## config.mk

```make
export PLATFORM = sky130hd
export DESIGN_NAME = soc_vector_sampler
export DESIGN_NICKNAME = d
export VERILOG_FILES = /design/src/rtl/soc_vector_sampler.sv
export SDC_FILE = /design/constraint.sdc
export NUM_CORES = 1
export LEC_CHECK = 0
export CAP_MARGIN = 25
export CORE_ASPECT_RATIO = 1.1
export CORE_UTILIZATION = 65
export CTS_CLUSTER_DIAMETER = 40
export DETAILED_ROUTE_END_ITERATION = 6
export PLACE_DENSITY = 0.85
export SYNTH_ARGS = -nofsm -noshare
export SYNTH_HDL_FRONTEND = slang
export SYNTH_SLANG_ARGS = --single-unit
```

## constraint.sdc

```tcl
create_clock -name clk -period 11.25 [get_ports clk]
set_input_delay 1.125 -clock clk [delete_from_list [all_inputs] [get_ports clk]]
set_output_delay 1.125 -clock clk [all_outputs]
set_load 0.01 [all_outputs]
```

## src/rtl/soc_vector_sampler.sv

```systemverilog
// Windowed, periodic multi-channel pad sampler that time-stamps each sample
// and queues it in a FIFO behind a valid/ready port. It also provides change-only compression and drop accounting.
module soc_vector_sampler #(
  parameter int unsigned CH_NUM     = 4,
  parameter int unsigned TIME_W     = 32,
  parameter int unsigned PERIOD_W   = 16,
  parameter int unsigned FIFO_DEPTH = 16,
  parameter int unsigned DROP_W     = 8
) (
  input  logic                clk,
  input  logic                reset,
  input  logic                en,
  input  logic [TIME_W-1:0]   sample_start,
  input  logic [TIME_W-1:0]   sample_stop,
  input  logic [PERIOD_W-1:0] sample_period,
  input  logic                change_only,
  input  logic [CH_NUM-1:0]   pad_in,
  output logic                vec_valid,
  input  logic                vec_ready,
  output logic [TIME_W-1:0]   vec_time,
  output logic [CH_NUM-1:0]   vec_data,
  output logic                sampling,
  output logic                done,
  output logic                overflow,
  output logic [DROP_W-1:0]   drop_cnt,
  input  logic                ovf_clr
);

  localparam int unsigned AW = $clog2(FIFO_DEPTH);
  localparam int unsigned EW = TIME_W + CH_NUM;

  typedef enum logic [1:0] {
    ST_IDLE,
    ST_WAIT,
    ST_SAMPLE,
    ST_DONE
  } state_e;

  state_e              state_q, state_d;
  logic                en_q;
  logic [TIME_W-1:0]   t_q, t_d;
  logic [TIME_W-1:0]   start_q, start_d;
  logic [TIME_W-1:0]   stop_q, stop_d;
  logic [PERIOD_W-1:0] period_q, period_d;
  logic [PERIOD_W-1:0] phase_q, phase_d;
  logic [PERIOD_W-1:0] period_m1;
  logic                chg_q, chg_d;
  logic [CH_NUM-1:0]   sync1_q, sync1_d;
  logic [CH_NUM-1:0]   sync_pad_q, sync_pad_d;
  logic [CH_NUM-1:0]   last_q, last_d;
  logic                have_last_q, have_last_d;
  logic [AW:0]         wr_ptr_q, wr_ptr_d;
  logic [AW:0]         rd_ptr_q, rd_ptr_d;
  logic [AW:0]         count;
  logic [EW-1:0]       mem_q [FIFO_DEPTH];
  logic [EW-1:0]       head;
  logic                ovf_q, ovf_d;
  logic [DROP_W-1:0]   drop_q, drop_d, drop_base;

  logic run_edge;
  logic t_sat;
  logic sample_pt;
  logic want;
  logic full;
  logic pop;
  logic push;
  logic drop;

  // State register
  always_ff @(posedge clk) begin
    if (!reset) begin
      state_q <= ST_IDLE;
    end else begin
      state_q <= state_d;
    end
  end

  always_comb begin
    run_edge = (state_q == ST_IDLE) && en && !en_q;
    t_sat    = (t_q == '1);
  end

  // Next-state logic; start==0 skips WAIT so the first sample lands at t=0
  always_comb begin
    state_d = state_q;
    unique case (state_q)
      ST_IDLE: begin
        if (run_edge) begin
          if ((sample_start == '0) && (sample_stop != '0)) begin
            state_d = ST_SAMPLE;
          end else begin
            state_d = ST_WAIT;
          end
        end
      end
      ST_WAIT: begin
        if (t_sat || (stop_q <= start_q)) begin
          state_d = ST_DONE;
        end else if ((t_q + TIME_W'(1)) == start_q) begin
          state_d = ST_SAMPLE;
        end
      end
      ST_SAMPLE: begin
        if (t_sat || (t_q == (stop_q - TIME_W'(1)))) begin
          state_d = ST_DONE;
        end
      end
      ST_DONE: begin
        state_d = ST_DONE;
      end
    endcase
    if (!en) begin
      state_d = ST_IDLE;
    end
  end

  // State-decoded outputs
  always_comb begin
    sampling = (state_q == ST_SAMPLE);
    done     = (state_q == ST_DONE);
  end

  // Run configuration, time and phase counters
  always_comb begin
    start_d  = run_edge ? sample_start  : start_q;
    stop_d   = run_edge ? sample_stop   : stop_q;
    period_d = run_edge ? sample_period : period_q;
    chg_d    = run_edge ? change_only   : chg_q;

    period_m1 = (period_q == '0) ? '0 : (period_q - PERIOD_W'(1));

    t_d = t_q;
    unique case (state_q)
      ST_IDLE:             t_d = '0;
      ST_WAIT, ST_SAMPLE:  t_d = t_sat ? t_q : (t_q + TIME_W'(1));
      ST_DONE:             t_d = t_q;
    endcase
    if (!en) begin
      t_d = '0;
    end

    sample_pt = 1'b0;
    phase_d   = '0;
    if (state_q == ST_SAMPLE) begin
      if (phase_q == '0) begin
        sample_pt = 1'b1;
        phase_d   = period_m1;
      end else begin
        phase_d = phase_q - PERIOD_W'(1);
      end
    end
  end

  // Synchronizer, change-only compare, FIFO pointers and drop accounting
  always_comb begin
    sync1_d    = pad_in;
    sync_pad_d = sync1_q;

    count = wr_ptr_q - rd_ptr_q;
    full  = (count == (AW + 1)'(FIFO_DEPTH));
    pop   = vec_valid && vec_ready;

    want = sample_pt && (!chg_q || !have_last_q || (sync_pad_q != last_q));
    push = want && (!full || pop);
    drop = want && full && !pop;

    wr_ptr_d = push ? (wr_ptr_q + (AW + 1)'(1)) : wr_ptr_q;
    rd_ptr_d = pop  ? (rd_ptr_q + (AW + 1)'(1)) : rd_ptr_q;

    last_d      = push ? sync_pad_q : last_q;
    have_last_d = have_last_q;
    if (run_edge) begin
      have_last_d = 1'b0;
    end else if (push) begin
      have_last_d = 1'b1;
    end

    // Clear is applied first so a coincident drop leaves a count of one
    drop_base = ovf_clr ? '0 : drop_q;
    ovf_d     = ovf_clr ? 1'b0 : ovf_q;
    drop_d    = drop_base;
    if (drop) begin
      ovf_d  = 1'b1;
      drop_d = (drop_base == '1) ? drop_base : (drop_base + DROP_W'(1));
    end
  end

  always_ff @(posedge clk) begin
    if (!reset) begin
      en_q        <= 1'b0;
      t_q         <= '0;
      start_q     <= '0;
      stop_q      <= '0;
      period_q    <= '0;
      phase_q     <= '0;
      chg_q       <= 1'b0;
      sync1_q     <= '0;
      sync_pad_q  <= '0;
      last_q      <= '0;
      have_last_q <= 1'b0;
      wr_ptr_q    <= '0;
      rd_ptr_q    <= '0;
      ovf_q       <= 1'b0;
      drop_q      <= '0;
    end else begin
      en_q        <= en;
      t_q         <= t_d;
      start_q     <= start_d;
      stop_q      <= stop_d;
      period_q    <= period_d;
      phase_q     <= phase_d;
      chg_q       <= chg_d;
      sync1_q     <= sync1_d;
      sync_pad_q  <= sync_pad_d;
      last_q      <= last_d;
      have_last_q <= have_last_d;
      wr_ptr_q    <= wr_ptr_d;
      rd_ptr_q    <= rd_ptr_d;
      ovf_q       <= ovf_d;
      drop_q      <= drop_d;
    end
  end

  // FIFO storage carries no reset; validity is tracked by the pointers
  always_ff @(posedge clk) begin
    if (reset && push) begin
      mem_q[wr_ptr_q[AW-1:0]] <= {t_q, sync_pad_q};
    end
  end

  always_comb begin
    head      = mem_q[rd_ptr_q[AW-1:0]];
    vec_valid = (count != '0);
    vec_time  = vec_valid ? head[EW-1:CH_NUM] : '0;
    vec_data  = vec_valid ? head[CH_NUM-1:0]  : '0;
    overflow  = ovf_q;
    drop_cnt  = drop_q;
  end

endmodule

```

==> Word-level counts from Yosys, hierarchy flattened <==
Memories as Yosys holds them, arrays and structs flattened. A register that Yosys moved wholly into a read port is not among the register bits.
Index checks and enable logic that the tools add are counted.
{ "word_totals": {"inputBits": 90, "reg_bits": 164, "out_inout_bits": 48, "ramBits": 576, "latchBits": 0, "mem_count": 1, "wordCells": 96, "rom_bits": 0} }
{ "classes": {"shift": 0, "n_reduce_logical": 32, "order_cmp": 1, "multipliers": 0, "eq_ne": 13, "n_mux": 23, "n_bitwise": 2, "n_addsub": 8, "n_div": 0} }
{ "mem_list": {"columns": ["name", "words", "width", "rd", "rd_ports_with_merged_regs", "wr", "line_no", "rtl"], "rows": [
  ["mem_q", 16, 36, 1, 1, 1, "55", "logic [EW-1:0] mem_q [FIFO_DEPTH];"]
]} }
{ "ops": {"columns": ["operator", "count"], "rows": [
  ["$eq A32 B32 Y1", 2],
  ["$mux W32", 2],
  ["$pmux W32 S2", 1],
  ["$add A32 B1 Y32 const B", 1],
  ["$eq A32 B32 Y1 const B", 1],
  ["$le A32 B32 Y1", 1],
  ["$logic_not A16 Y1", 2],
  ["$logic_not A32 Y1", 1],
  ["$mux W16", 2],
  ["$reduce_bool A32 Y1", 1],
  ["$sub A16 B1 Y16 const B", 2],
  ["$sub A32 B1 Y32 const B", 1],
  ["$mux W8", 3],
  ["$mux W4", 3],
  ["$add A5 B1 Y5 const B", 2],
  ["$mux W2", 5],
  ["$logic_and A1 B1 Y1", 9],
  ["$add A8 B1 Y8 const B", 1],
  ["$eq A8 B8 Y1 const B", 1],
  ["$pmux W2 S4", 1],
  ["$mux W1", 6],
  ["$reduce_and A2 Y1", 3],
  ["$eq A5 B5 Y1 const B", 1],
  ["$logic_not A1 Y1", 5],
  ["other kinds (14)", 22]
]} }

==> Logic depth before layout (Yosys ltp) <==
Gate-level depths: netlist (run 1).
{ "logic_depth": {"word_depth": 8, "mapped_depth": 16, "mapped_depth_nobuf": 12} }

==> Least setup slack after synthesis (run 1) <==
OpenSTA, ideal clock, no wires.
{ "synth_path": {"kind": "register to register", "from": "reg rd_ptr_q[1]", "to": "mem mem_q[5][0] (netlist bit) (enable)", "stages_incl_launch_ff": 12, "slack_ns": 7.186, "required_ns": 10.821, "path_buffers": 0, "period_less_slack_ns": 4.064, "setup_ns": 0.429, "t_arrival_ns": 3.635, "cell_sequence": "dfxtp_1 -> inv_1 -> ha_1 -> nor2b_1 -> o21a_1 -> a21o_1 -> a22o_1 -> nand3_1 -> or3_1 -> nor3b_1 -> nand3b_1 -> nor2_1"} }
{ "synth_via": {"elab_chain_len": 8, "word_cells_on_any_way": 10, "classes_between": "add/sub: 1; eq/ne: 1; mux: 2; reduce/logical: 6"} }
{ "synth_lines": {"columns": ["item", "line_no", "rtl"], "rows": [
  ["from (decl)", "53", "logic [AW:0] rd_ptr_q, rd_ptr_d;"],
  ["from (signal assigned)", "218", "rd_ptr_q <= rd_ptr_d;"],
  ["$sub A5 B5 Y5 *", "159", "count = wr_ptr_q - rd_ptr_q;"],
  ["$eq A5 B5 Y1 or $reduce_bool A5 Y1 (tied branches)", "160, 233", null],
  ["$logic_not A1 Y1 or $logic_and A1 B1 Y1 (tied branches)", "164, 161", null],
  ["$logic_or A1 B1 Y1 *", "164", "push = want && (!full || pop);"],
  ["$logic_and A1 B1 Y1 *", "164", null],
  ["$logic_and A1 B1 Y1 *", "226", "if (reset && push) begin"],
  ["$mux W1 *", "226", null],
  ["$mux W1 (not written as such) *", "227", "mem_q[wr_ptr_q[AW-1:0]] <= {t_q, sync_pad_q};"],
  ["to (decl)", "55", null]
]} }
Mark *: on every way between the ends. The rest lies on a longest branch, timed or not.

==> results of run 1 <==
==> power by group <==
part	switching [mW]	internal [mW]
clock network	1.13	1.43
logic	0.638	0.572
registers	0.0645	2.96
total	1.83	4.96
==> placed cells by master, fill, tap and decap left out, drive strengths merged, types with 35 or more instances in the layout <==
cell	instances
a21oi	142
clkbuf	94
clkdlybuf4s50	137
dfxtp	168
edfxtp	576
ha	51
inv	72
mux4	180
nand2	306
nand3	40
nand4	35
nor2	126
nor2b	53
nor3	45
nor4	39
xnor2	60
xor2	61
==> how the worst min path moves through the flow <==
stage / startpoint / endpoint / slack, ps
2_1_floorplan: sync1_q[0] / sync_pad_q[0] / 410
3_3_place_gp: sync1_q[3] / sync_pad_q[3] / 420
5_1_grt: sync1_q[3] / sync_pad_q[3] / 450
4_1_cts: sync1_q[3] / sync_pad_q[3] / 440
3_5_place_dp: sync1_q[3] / sync_pad_q[3] / 430
6_report: sync1_q[3] / sync_pad_q[3] / 440
==> sequential cells by signal, indices dropped and copies added (netlist names), 5 cells and up, named ones only <==
| signal | flops |
|---|---|
| phase_q | 16 |
| mem_q | 576 |
| stop_q | 32 |
| t_q | 32 |
| period_q | 16 |
| wr_ptr_q | 5 |
| drop_cnt | 8 |
| rd_ptr_q | 5 |
| start_q | 32 |
==> layout make-up <==
type,instances,area share
Timing Repair Buffer,170,0.04583
Clock inverter,46,0.01213
Tap cell,652,0.02197
Clock buffer,94,0.05560
Multi-Input combinational cell,1358,0.3019
Inverter,58,0.005864
Sequential cell,744,0.5567
==> per-layer routing <==
metal | vias up | global-route usage | wire (um)
met1 | 10298 | 0.4304 | 30950
met5 | - | 0 | 41
li1 | 8930 | - | -
met2 | 1303 | 0.6137 | 46020
met4 | 6 | 0.1969 | 5165
met3 | 354 | 0.05472 | 7351
==> logic make-up after synthesis <==
kind of cell | synth area share
muxes | 0.1282
DFF | 0.6357
and+or+nand+nor | 0.1130
xor gates and xnor gates | 0.03261
AOI/OAI and AO/OA | 0.04712
adders and majority gates | 0.01963
buffers and inverters | 0.02368
==> metrics.md, run 1 <==
| Metric | Value |
|---|---|
| Outcome | `completed` |
| Number of enable flip-flop cells after synthesis | `576` |
| DP Wirelength | `50400 um` |
| Yosys warning count | `0` |
| Main area contributors after synthesis | `edfxtp_1 53%, mux4_2 12%, dfxtp_1 10%, nand2_1 3.5%, a21oi_1 2.2%` |
| Area grow syn2layout | `14.24%` |
| Die Area | `between 50000 and 60000 um^2` |
| Syn nets | `2436` |
| Bufs on Longest Clock Path | `3` |
| Fill count | `2875` |
| R2R Path Start | `phase_q[3]` |
| WL/cell | `28.68 um` |
| Layout net count | `2552` |
| Rel. slew slack | `0.2166` |
| Worst EP arrival | `4230 ps` |
| Starting DRT DRC Count | `about 2600` |
| Crit path buf inv count | `3` |
| Top delay family on crit path | `buffers and inverters` |
| Final Non-Filler Cells | `between 3000 and 4000` |
| Pwr dens | `183.0 nW/um^2` |
| Worst Clk Skew | `between 30 and 40 ps` |
| DR DRC count | `0` |
| Hold buffers post-CTS | `0` |
| Synth top area share | `0.5322` |
| Mapped Area | `32500 um^2` |
| I/O pins | `138` |
| Synthesis-stage register bit count | `744` |
| Sequential-to-total area share from yosys stat | `0.6357` |
| Most used cell, CP | `mux4_2` |
| Dpl cell area | `34510 um^2` |
| Clock Latency Late Sink | `630 ps` |
| End of the critical path | `vec_time[13]` |
| Worst Setup Start Kind | `flop` |
| Critical Path Stages | `6` |
| Max-cap violations | `0` |
| Multi-input gate area | `between 10000 and 15000 um^2` |
| Vias per inst | `~6.7` |
| CP peak stage delay | `roughly 990 ps` |
| Detailed-route via count | `20891` |
| Peak VDD IR | `0.1675 mV` |
| Hold path depth | `1` |
| RSZ-0062 raised after global routing | `no` |
| R2R depth | `6` |
| Synth area leader | `edfxtp_1` |
| Fraction of layout cells with a size suffix above 1 | `0.1547` |
| Slew @ Worst Pin | `1173 ps` |
| Top-count cell post-synth | `edfxtp_1` |
| Initial core utilization | `0.6614` |
| Fin crit share | `0.4764` |
| Root Buffer | `clkbuf_16` |
| GPL Wtd Cong | `0.9410` |
| # diodes | `0` |
| Crit-path cells | `buf_4 > buf_16 > mux4_2 > mux4_2 > nor2b_1 > clkdlybuf4s50_1` |
| Die width | `roughly 220 um` |
| TritonCTS clock tree | `done` |
| H-tree levels | `3` |
| PortBufs | `between 100 and 150` |
| Crit-path slowest cell | `dfxtp_4` |
| R2R Path End | `mem_q[9][28]` |
| Final total power | `6.793 mW` |
| Row cnt | `85` |
| Hold Vio Cnt, Final | `0` |
| TritonCTS Buffers | `79` |
| Post-route ant nets | `0` |
| Prevailing post-synth register cell | `edfxtp_1` |
| Worst hold path type | `flop to flop` |
| Post-Syn Instances | `between 2000 and 2500` |
| Setup repair bufs after CTS | `0` |
| Crit end category | `output port` |
| Largest net degree at the start of global routing | `127` |
| 1st-pass router iterations | `6` |
| Area taken by flip-flops and latches | `20670 um^2` |
| Worst EP required | `10130 ps` |
| Unique masters post-synth | `81` |
| Finished Core Util | `0.7556` |
| Kind of critical path | `flop to output port` |
| First-pass GRT wire length | `around 130000 um` |
| Final instance area | `37130 um^2` |
| WL final | `89530 um` |
| Number of global-route vias before repair | `21145` |
| Cells after DPL | `2977` |
| Clk slew on worst S/H paths | `60 ps` |
| Leak | `roughly 12 nW` |
| CP max FO | `63` |
| Vert. Die Dim | `236.5 um` |
| Post-synth top cells | `576 x edfxtp_1, 306 x nand2_1, 180 x mux4_2` |
| Cells resized by post-CTS repair | `0` |
| CTS Sinks | `approximately 740` |
| Final worst path period need | `about 5400 ps` |
| Core Box Area | `between 40000 and 50000 um^2` |
| Fmax | `0.1866 GHz` |
| Fin worst setup slack | `5891 ps` |
| Gr usage total | `0.3555` |
| R2R Setup Slk | `roughly 6600 ps` |
| Share of synthesized flip-flops with an asynchronous set or reset | `0` |
| Mapped Avg Cell Area | `14.16 um^2` |
| Fin Setup TNS | `0 ps` |
| Final slew viol count | `0` |
| Initial antenna violation count | `3` |
| Final setup violation count | `0` |
| Hold_ws | `436.0 ps` |
| Post-Place Worst Slack | `6366 ps` |
| GRT overflow | `0` |
Power figures use the tool's default switching activity.
==> inputs of run 2 (changes only) <==
- CORE_UTILIZATION: 65 -> 61
- PLACE_DENSITY: 0.85 -> 0.8
- clock period: 11.25 -> 5.6 ns (I/O delays scaled with it)
==> run 2 against run 1 <==
Effect of this change:
- global-route usage is 5.1 points lower
- total power is 100% higher
- combinational power is 93% higher
- register-to-register slack worse by 5700 ps
- cell area is 0.67% higher
- largest power group unchanged
==> metrics.md, run 2 (synthesis gave the netlist of run 1 again) <==
| Metric | Value |
|---|---|
| Outcome | `completed` |
| Fin Setup TNS | `0 ps (unchanged)` |
| Root Buffer | `clkbuf_16` |
| Bufs on Longest Clock Path | `3 (unchanged)` |
| Worst Clk Skew | `33.48 ps (-1.058 ps)` |
| Max-cap violations | `0 (unchanged)` |
| Number of global-route vias before repair | `20776 (-1.7%)` |
| 1st-pass router iterations | `5 (-1)` |
| GPL Wtd Cong | `1.053 (+12%)` |
| Commonest cells after routing, fill and taps aside | `576 x edfxtp_1, 306 x nand2_1, 180 x mux4_2, 164 x dfxtp_1, 142 x a21oi_1` |
| Leak | `12.13 nW (+0.35%)` |
| Hold buffers post-CTS | `0 (unchanged)` |
| Peak VDD IR | `0.2587 mV (+54%)` |
| Cells resized by post-CTS repair | `0 (unchanged)` |
| Commonest non-fill, non-tap cell in the layout | `edfxtp_1` |
| Row cnt | `88 (+3.5%)` |
| DP Wirelength | `49740 um (-1.3%)` |
| Crit-path slowest cell | `nor3b_1` |
| Largest net degree at the start of global routing | `83 (-35%)` |
| Number of flip-flops in the largest register | `576 (unchanged)` |
| Hold path depth | `1 (unchanged)` |
| H-tree levels | `3 (unchanged)` |
| R2R depth | `6 (unchanged)` |
| Vert. Die Dim | `244.1 um (+3.2%)` |
| Final total power | `13.66 mW (+100%)` |
| Worst EP arrival | `4940 ps (+710 ps)` |
| Gr usage total | `0.3047 (-0.05083)` |
| PortBufs | `137 (unchanged)` |
| WL/cell | `25.69 um (-10%)` |
| Layout net count | `2566 (+0.55%)` |
| Fin crit share | `0.8358` |
| Fraction of layout cells with a size suffix above 1 | `0.1616 (+0.006920)` |
| Pwr dens | `365.6 nW/um^2 (+100%)` |
| Die Area | `54210 um^2 (+6.5%)` |
| Final Non-Filler Cells | `3164 (+1.3%)` |
| Clk slew on worst S/H paths | `60 ps (about the same)` |
| Worst EP required | `5860 ps (-4270 ps)` |
| Die width | `222.1 um (+3.2%)` |
| CP max FO | `24 (-62%)` |
| Setup repair bufs after CTS | `0 (unchanged)` |
| CTS Sinks | `744 (unchanged)` |
| Crit end category | `flop` |
| Slew @ Worst Pin | `1075 ps (-98.18 ps)` |
| Starting DRT DRC Count | `1978 (-23%)` |
| First-pass GRT wire length | `123200 um (-6.6%)` |
| Final slew viol count | `0 (unchanged)` |
| Finished Core Util | `0.7117 (-0.04397)` |
| I/O pins | `138 (unchanged)` |
| Vias per inst | `6.460 (-3.5%)` |
| Area grow syn2layout | `15.01%` |
| DR DRC count | `0 (unchanged)` |
| Worst Setup Start Kind | `flop` |
| Detailed-route via count | `20438 (-2.2%)` |
| Hold_ws | `428.4 ps (-7.562 ps)` |
| WL final | `81290 um (-9.2%)` |
| Initial core utilization | `0.6188 (-0.04264)` |
| Post-route ant nets | `0 (unchanged)` |
| Fmax | `around 0.21 GHz` |
| TritonCTS Buffers | `80 (+1.3%)` |
| Area taken by flip-flops and latches | `20670 um^2 (unchanged)` |
| Crit-path cells | `nor4_1 > nand4_1 > nor3b_1 > nand3b_1 > nor2_4 > buf_4` |
| Multi-input gate area | `11210 um^2 (unchanged)` |
| Cells after DPL | `3012 (+1.2%)` |
| Initial antenna violation count | `1 (-2)` |
| TritonCTS clock tree | `done` |
| Fill count | `3246 (+13%)` |
| RSZ-0062 raised after global routing | `no` |
| Final worst path period need | `4680 ps` |
| Worst hold path type | `flop to flop` |
| Rel. slew slack | `0.2821 (+0.06555)` |
| GRT overflow | `0 (unchanged)` |
| Clock Latency Late Sink | `640 ps (about the same)` |
| Core Box Area | `52520 um^2 (+6.9%)` |
| Hold Vio Cnt, Final | `0 (unchanged)` |
| CP peak stage delay | `860 ps (-130 ps)` |
| Kind of critical path | `flop to flop` |
| Final setup violation count | `0 (unchanged)` |
[run 2: final timing paths]
kind	startpoint	endpoint	slack [ps]
setup / recovery	phase_q[2]	mem_q[7][28]	920
hold / removal	sync1_q[3]	sync_pad_q[3]	430
setup reg to reg	phase_q[2]	mem_q[7][28]	920
hold reg to reg	sync1_q[3]	sync_pad_q[3]	430
[run 2: layout make-up]
cell class,instances,area share
inverters,58,0.005825
flip-flops and latches,744,0.5530
clock inverters,51,0.01346
clock buffers,94,0.05637
well taps,675,0.02260
repair buffers,183,0.04881
multi-input cells,1358,0.2999
diodes,1,0.00006695
[run 2: layer usage]
layer	vias up	GRT usage	wire (um)
li1	8973	-	-
met1	10162	0.3893	30650
met2	1089	0.5244	41490
met3	214	0.03941	5862
met4	0	0.1362	3288
met5	-	0	0
[run 2: power breakdown]
group | total, mW | switching [mW] | internal [mW]
Clock | 5.22 | 2.28 | 2.94
Sequential | 6.11 | 0.157 | 5.95
Combinational | 2.34 | 1.18 | 1.16
Total | 13.7 | 3.61 | 10.1
[run 2: per-stage QoR]
step | cell area, um^2 | worst slack [ps]
after global routing | 37370 | 677.0
after global placement | 34650 | 1497
after detailed placement | 34650 | 1146
final | 37380 | 919.6
after floorplan | 32500 | 1536
after CTS | 37260 | 1031
[run 2: critical path: cells and delay by family, from the launching register on]
family / cells / cell delay [ps]
buffers and inverters: 1 / 540
DFF: 1 / 340
and+or+nand+nor: 5 / 3430
